## config.mk

```make
export PLATFORM = sky130hd
export DESIGN_NAME = gate_vector_sequencer
export DESIGN_NICKNAME = d
export VERILOG_FILES = /design/src/rtl/gate_vector_sequencer_pkg.sv /design/src/rtl/gate_vector_sequencer_golden.sv /design/src/rtl/gate_vector_sequencer.sv
export SDC_FILE = /design/constraint.sdc
export NUM_CORES = 1
export LEC_CHECK = 0
export ABC_AREA = 1
export CAP_MARGIN = 20
export CELL_PAD_IN_SITES_DETAIL_PLACEMENT = 1
export CELL_PAD_IN_SITES_GLOBAL_PLACEMENT = 1
export CORE_UTILIZATION = 40
export CTS_CLUSTER_SIZE = 20
export DETAILED_ROUTE_END_ITERATION = 7
export GPL_ROUTABILITY_DRIVEN = 1
export PLACE_DENSITY_LB_ADDON = 0.1
export SYNTH_ARGS = -nofsm -noshare
export SYNTH_HDL_FRONTEND = slang
export SYNTH_SLANG_ARGS = --single-unit
```

## constraint.sdc

```tcl
create_clock -name clk -period 3.8 [get_ports clk]
set_input_delay 0.38 -clock clk [delete_from_list [all_inputs] [get_ports clk]]
set_output_delay 0.38 -clock clk [all_outputs]
set_load 0.03 [all_outputs]
```

## src/rtl/gate_vector_sequencer_pkg.sv

```systemverilog
// gate_vector_sequencer_pkg: shared state encoding, gate bit positions and vector count
package gate_vector_sequencer_pkg;
  typedef enum logic [1:0] {
    ST_IDLE  = 2'd0,
    ST_DRIVE = 2'd1,
    ST_DONE  = 2'd2
  } state_t;
  localparam int NUM_VEC = 4;
  localparam int VEC_W   = 2;
  localparam int GATE_W  = 7;
  localparam int G_NOT   = 6;
  localparam int G_AND   = 5;
  localparam int G_NAND  = 4;
  localparam int G_OR    = 3;
  localparam int G_NOR   = 2;
  localparam int G_XOR   = 1;
  localparam int G_XNOR  = 0;
endpackage

```

## src/rtl/gate_vector_sequencer_golden.sv

```systemverilog
// gate_golden: combinational expected gate results for one operand pair
module gate_golden
  import gate_vector_sequencer_pkg::*;
(
  input  logic              a,
  input  logic              b,
  output logic [GATE_W-1:0] expected
);
  // one bit per gate, placed at its shared bit position
  always_comb begin
    expected         = '0;
    expected[G_NOT]  = ~a;
    expected[G_AND]  = a & b;
    expected[G_NAND] = ~(a & b);
    expected[G_OR]   = a | b;
    expected[G_NOR]  = ~(a | b);
    expected[G_XOR]  = a ^ b;
    expected[G_XNOR] = ~(a ^ b);
  end
endmodule

```

## src/rtl/gate_vector_sequencer.sv

```systemverilog
// gate_vector_sequencer: drives four operand vectors to a gate block and checks its results
module gate_vector_sequencer
  import gate_vector_sequencer_pkg::*;
#(
  parameter int DWELL_W = 8
) (
  input  logic               clk,
  input  logic               rst,
  input  logic               start,
  input  logic [DWELL_W-1:0] dwell,
  output logic               in_a,
  output logic               in_b,
  input  logic [GATE_W-1:0]  gate_out,
  output logic               busy,
  output logic               done,
  output logic               pass,
  output logic [2:0]         err_count,
  output logic [NUM_VEC-1:0] fail_vec
);
  state_t             state_q, state_d;
  logic [VEC_W-1:0]   v_q, v_d;
  logic [DWELL_W-1:0] cnt_q, cnt_d, eff_q, eff_d;
  logic               in_a_q, in_a_d, in_b_q, in_b_d;
  logic [2:0]         err_q, err_d;
  logic [NUM_VEC-1:0] fail_q, fail_d;
  logic               pass_q, pass_d;
  logic [GATE_W-1:0]  expected;
  logic               last_tick, mismatch;

  gate_golden u_golden (
    .a        (in_a_q),
    .b        (in_b_q),
    .expected (expected)
  );

  assign last_tick = (state_q == ST_DRIVE) && (cnt_q == eff_q - 1'b1);
  assign mismatch  = gate_out != expected;

  // next state, vector/dwell counters and result accumulation
  always_comb begin
    state_d = state_q;
    v_d     = v_q;
    cnt_d   = cnt_q;
    eff_d   = eff_q;
    err_d   = err_q;
    fail_d  = fail_q;
    pass_d  = pass_q;
    case (state_q)
      ST_IDLE: begin
        if (start) begin
          state_d = ST_DRIVE;
          v_d     = '0;
          cnt_d   = '0;
          eff_d   = (dwell == '0) ? DWELL_W'(1) : dwell;
          err_d   = '0;
          fail_d  = '0;
          pass_d  = 1'b0;
        end
      end
      ST_DRIVE: begin
        if (last_tick) begin
          cnt_d = '0;
          v_d   = v_q + 1'b1;
          if (mismatch) begin
            fail_d[v_q] = 1'b1;
            err_d       = err_q + 3'd1;
          end
          if (v_q == VEC_W'(NUM_VEC - 1)) begin
            state_d = ST_DONE;
            pass_d  = err_d == '0;
          end
        end else begin
          cnt_d = cnt_q + 1'b1;
        end
      end
      ST_DONE: state_d = ST_IDLE;
      default: state_d = ST_IDLE;
    endcase
    in_a_d = (state_d == ST_DRIVE) & v_d[0];
    in_b_d = (state_d == ST_DRIVE) & v_d[1];
  end

  // state and datapath registers
  always_ff @(posedge clk) begin
    if (rst) begin
      state_q <= ST_IDLE;
      v_q     <= '0;
      cnt_q   <= '0;
      eff_q   <= '0;
      in_a_q  <= 1'b0;
      in_b_q  <= 1'b0;
      err_q   <= '0;
      fail_q  <= '0;
      pass_q  <= 1'b0;
    end else begin
      state_q <= state_d;
      v_q     <= v_d;
      cnt_q   <= cnt_d;
      eff_q   <= eff_d;
      in_a_q  <= in_a_d;
      in_b_q  <= in_b_d;
      err_q   <= err_d;
      fail_q  <= fail_d;
      pass_q  <= pass_d;
    end
  end

  assign in_a      = in_a_q;
  assign in_b      = in_b_q;
  assign busy      = state_q != ST_IDLE;
  assign done      = state_q == ST_DONE;
  assign pass      = pass_q;
  assign err_count = err_q;
  assign fail_vec  = fail_q;
endmodule

```

==> results.txt <==
----------------------------------------------------
[GRT]
  Pin count of the biggest net entering global routing ... 22
  Global-route usage over all layers ... 0.220
  Initial antenna violation count ... 0
  Wire length of the first global-routing pass ... 7670 µm
  Via count of the first global-routing pass ... 1704
  Remaining global-route overflow ... 0

[Timing]
  Final Max Slew Viols ... 0
  Maximum achievable frequency ... 0.497 GHz
  Relative slew margins ... 0.558
  Setup clock skew after layout ... 0.00480 ns
  Post-layout minimum cycle time ... 2.01 ns
  Hold Vio Cnt, Final ... 0
  Final hold slack ... 0.453 ns
  Tightest Pin Transition ... 0.662 ns
  Final Cycle Share ... 0.530
  Total of endpoints with negative setup slack in the final report ... 0
  Total negative setup slack ... 0 ns
  RSZ-0062 raised after global routing ... false

[Critical path]
  Critical path data required time ... 3.98 ns
  Setup slack of the most critical reg-to-reg path ... 1.79 ns
  CP max FO ... 7
  Arrival time reported for the critical path endpoint ... 2.19 ns
  Startpoint type of the worst setup path ... flop
  R2r endpoint ... pass
  Worst reg2reg startpoint ... eff_q[0]
  Worst-case reg-to-reg path depth ... 13
  Startpoint-to-endpoint class of the critical path ... flop to flop
  Critical Path End Type ... flop

[Detailed routing]
  Number of violations reported at the end of detailed-routing iteration 0 ... 76
  Wire length per cell after detailed routing ... 13.1 µm
  Routed Wire Length ... 4570 µm
  Via density per instance ... 4.99
  Detailed-router iteration count before antenna repair ... 4
  Antenna-violating nets left ... 0
  Number of design rule violations left after detail routing ... 0
  Count of vias placed by the detailed router ... 1738

[Worst hold path]
  Origin of the worst min-delay path ... fail_vec[1]
  End point of the most critical hold path ... fail_vec[1]
  Cell count of the worst hold path ... 2
  Hold/Removal Path Class ... flop to flop

[Clock network]
  Root buf cell ... clkbuf_8
  Number of buffers added by the clock tree synthesis step ... 5
  Postcts setup bufs ... 0
  CTS clk-pin slew, worst paths ... 0.07 ns
  Number of buffers on the longest clock path ... 2
  Latest clock arrival within the worst-skew pair ... 0.29 ns
  Number of sinks on the clock net ... 30
  H-Tree Depth ... 2
  CTS tree ... done
  Number of hold buffers added after CTS ... 0
  PostCTS Resize Cnt ... 0

[Final layout]
  Area grow syn2layout ... 25.0%
  Highest-count cells in the layout ignoring fill and taps ... nand2_1, inv_1, nor2_1
  Number of nets in the final layout ... 324
  Diodes inserted ... 0
  Fraction of final layout cells sized beyond drive strength 1 ... 0.0872
  Area of the multi-input gates ... 1020 µm²
  Utilization after layout ... 0.541
  Most common library cell in the layout ignoring fill and taps ... nand2_1
  Sequential Area ... 601 µm²
  Final non-filler cell total ... 348
  Count of fill cells added during filler insertion ... 569
  Area of all placed cells without fillers ... 2240 µm²

[Flow run]
  Number of max-cap violations ... 0

[Place]
  DPL Wire Length ... 3550 µm
  Post-place instance area ... 2130 µm²
  Input/output buffers ... 29
  Placed insts ... 340
  Weighted congestion reported at the end of routability-driven placement ... 0.807

[Floorplanning]
  Horizontal die dimension ... 69.0 µm
  Vertical die dimension ... 69.0 µm
  Area inside the core boundary ... 4140 µm²
  Starting density of the core ... 0.433
  Cell row count ... 23
  Die footprint ... 4760 µm²
  Total I/O pin count ... 30

[Synthesis]
  Net count after synthesis ... 292
  Area of the mapped netlist ... 1790 µm²
  Average cell area after synthesis ... 6.77 µm²
  Cell count after synthesis ... 265
  Share of the yosys chip area belonging to registers ... 0.335
  Warnings, synthesis ... 0
  Number of storage elements in the synthesis netlist ... 30
  Distinct cells, synth ... 26

[Power and ir drop]
  Lkg Pwr ... 1.01 nW
  Maximum VDD drop ... 241 µV
  Pwr per Cell Area ... 370 nW/µm²

[Outcome]
  Run status ... finished clean

----------------------------------------------------
[how the worst max path moves through the flow]
stage	start	end	slack, ns	depth (start not counted)
after floorplan	in_a	pass	1.99	11
after global placement	start	cnt_q[6]	1.64	10
after detailed placement	start	cnt_q[7]	1.54	8
after CTS	eff_q[0]	state_q[0]	1.79	14
after global routing	start	cnt_q[6]	1.53	10
final	eff_q[0]	pass	1.79	13
[metal layers]
metal | global-route usage | share of wire | vias to the layer above
met5 | 0 | 0 | -
met4 | 0.0587 | 0.0050 | 0
met3 | 0.0493 | 0.039 | 4
met2 | 0.346 | 0.43 | 35
met1 | 0.300 | 0.53 | 802
li1 | - | - | 897
[where the power goes]
| part | switching [W] | leakage (nW) | internal (W) |
|---|---|---|---|
| clock network | 0.000135 | 0.0514 | 0.000196 |
| logic | 0.0000984 | 0.713 | 0.0000615 |
| registers | 0.0000138 | 0.244 | 0.000327 |
[sequential cells by signal (all words and copies together) (netlist names), 2 cells and up]
signal / count
err_count: 3
eff_q: 8
fail_vec: 4
state_q: 2
cnt_q: 8
v_q: 2
[cells in the mapped netlist]
cell type	count	area (µm²)
a21oi_1	15	75.1
nand4_1	4	25.0
inv_2	5	18.8
a211oi_1	2	15.0
nand3_4	1	17.5
xnor2_1	3	26.3
o21ai_1	4	20.0
clkbuf_1	4	15.0
inv_1	38	143
dfxtp_1	30	601
nand3b_1	1	7.51
nor2_2	1	6.26
o21bai_1	1	7.51
or2_2	2	12.5
nor2_4	4	45.0
xor2_1	8	70.1
o21ai_0	8	40.0
nor4_1	1	6.26
nor2_1	34	128
nand2_1	54	203
nand2_4	1	11.3
nand2_2	3	18.8
nand3_1	26	130
ha_1	9	113
nand3_2	2	20.0
nor3_1	4	20.0
[logic make-up after synthesis]
logic type,synth area share
AND/OR/NAND/NOR,0.363
buffers and inverters,0.0983
AO/OA/AOI/OAI,0.0879
flip-flops,0.335
XOR/XNOR,0.0537
adder cells (fa/ha/maj),0.0628
[metrics by stage]
step                total power (W)  setup WS (ns)
floorplan                  0.000454           1.99
global placement           0.000503           1.64
detailed placement         0.000506           1.54
CTS                        0.000833           1.79
global route               0.000872           1.53
finish                     0.000831           1.79
[final cells by class]
cell class                      instances  share of cell area
Clock buffer                            6              0.0324
Clock inverter                          2              0.0167
Inverter                               43              0.0720
Multi-Input combinational cell        188               0.454
Sequential cell                        30               0.268
Tap cell                               50              0.0279
Timing Repair Buffer                   29               0.129
[worst max-delay path, cell delays in order, from the launching register on]
cell and delay, ns:
dfxtp_1 0.36, inv_2 0.13, ha_1 0.26, nand2_1 0.08, nor2_1 0.14, nand3_1 0.09, nand2_1 0.07, nand3_1 0.10
nor2_4 0.17, nand2_2 0.10, nand2_4 0.11, nand3_1 0.08, nor2_1 0.15, nor2_1 0.06
Power figures use the tool's default switching activity.
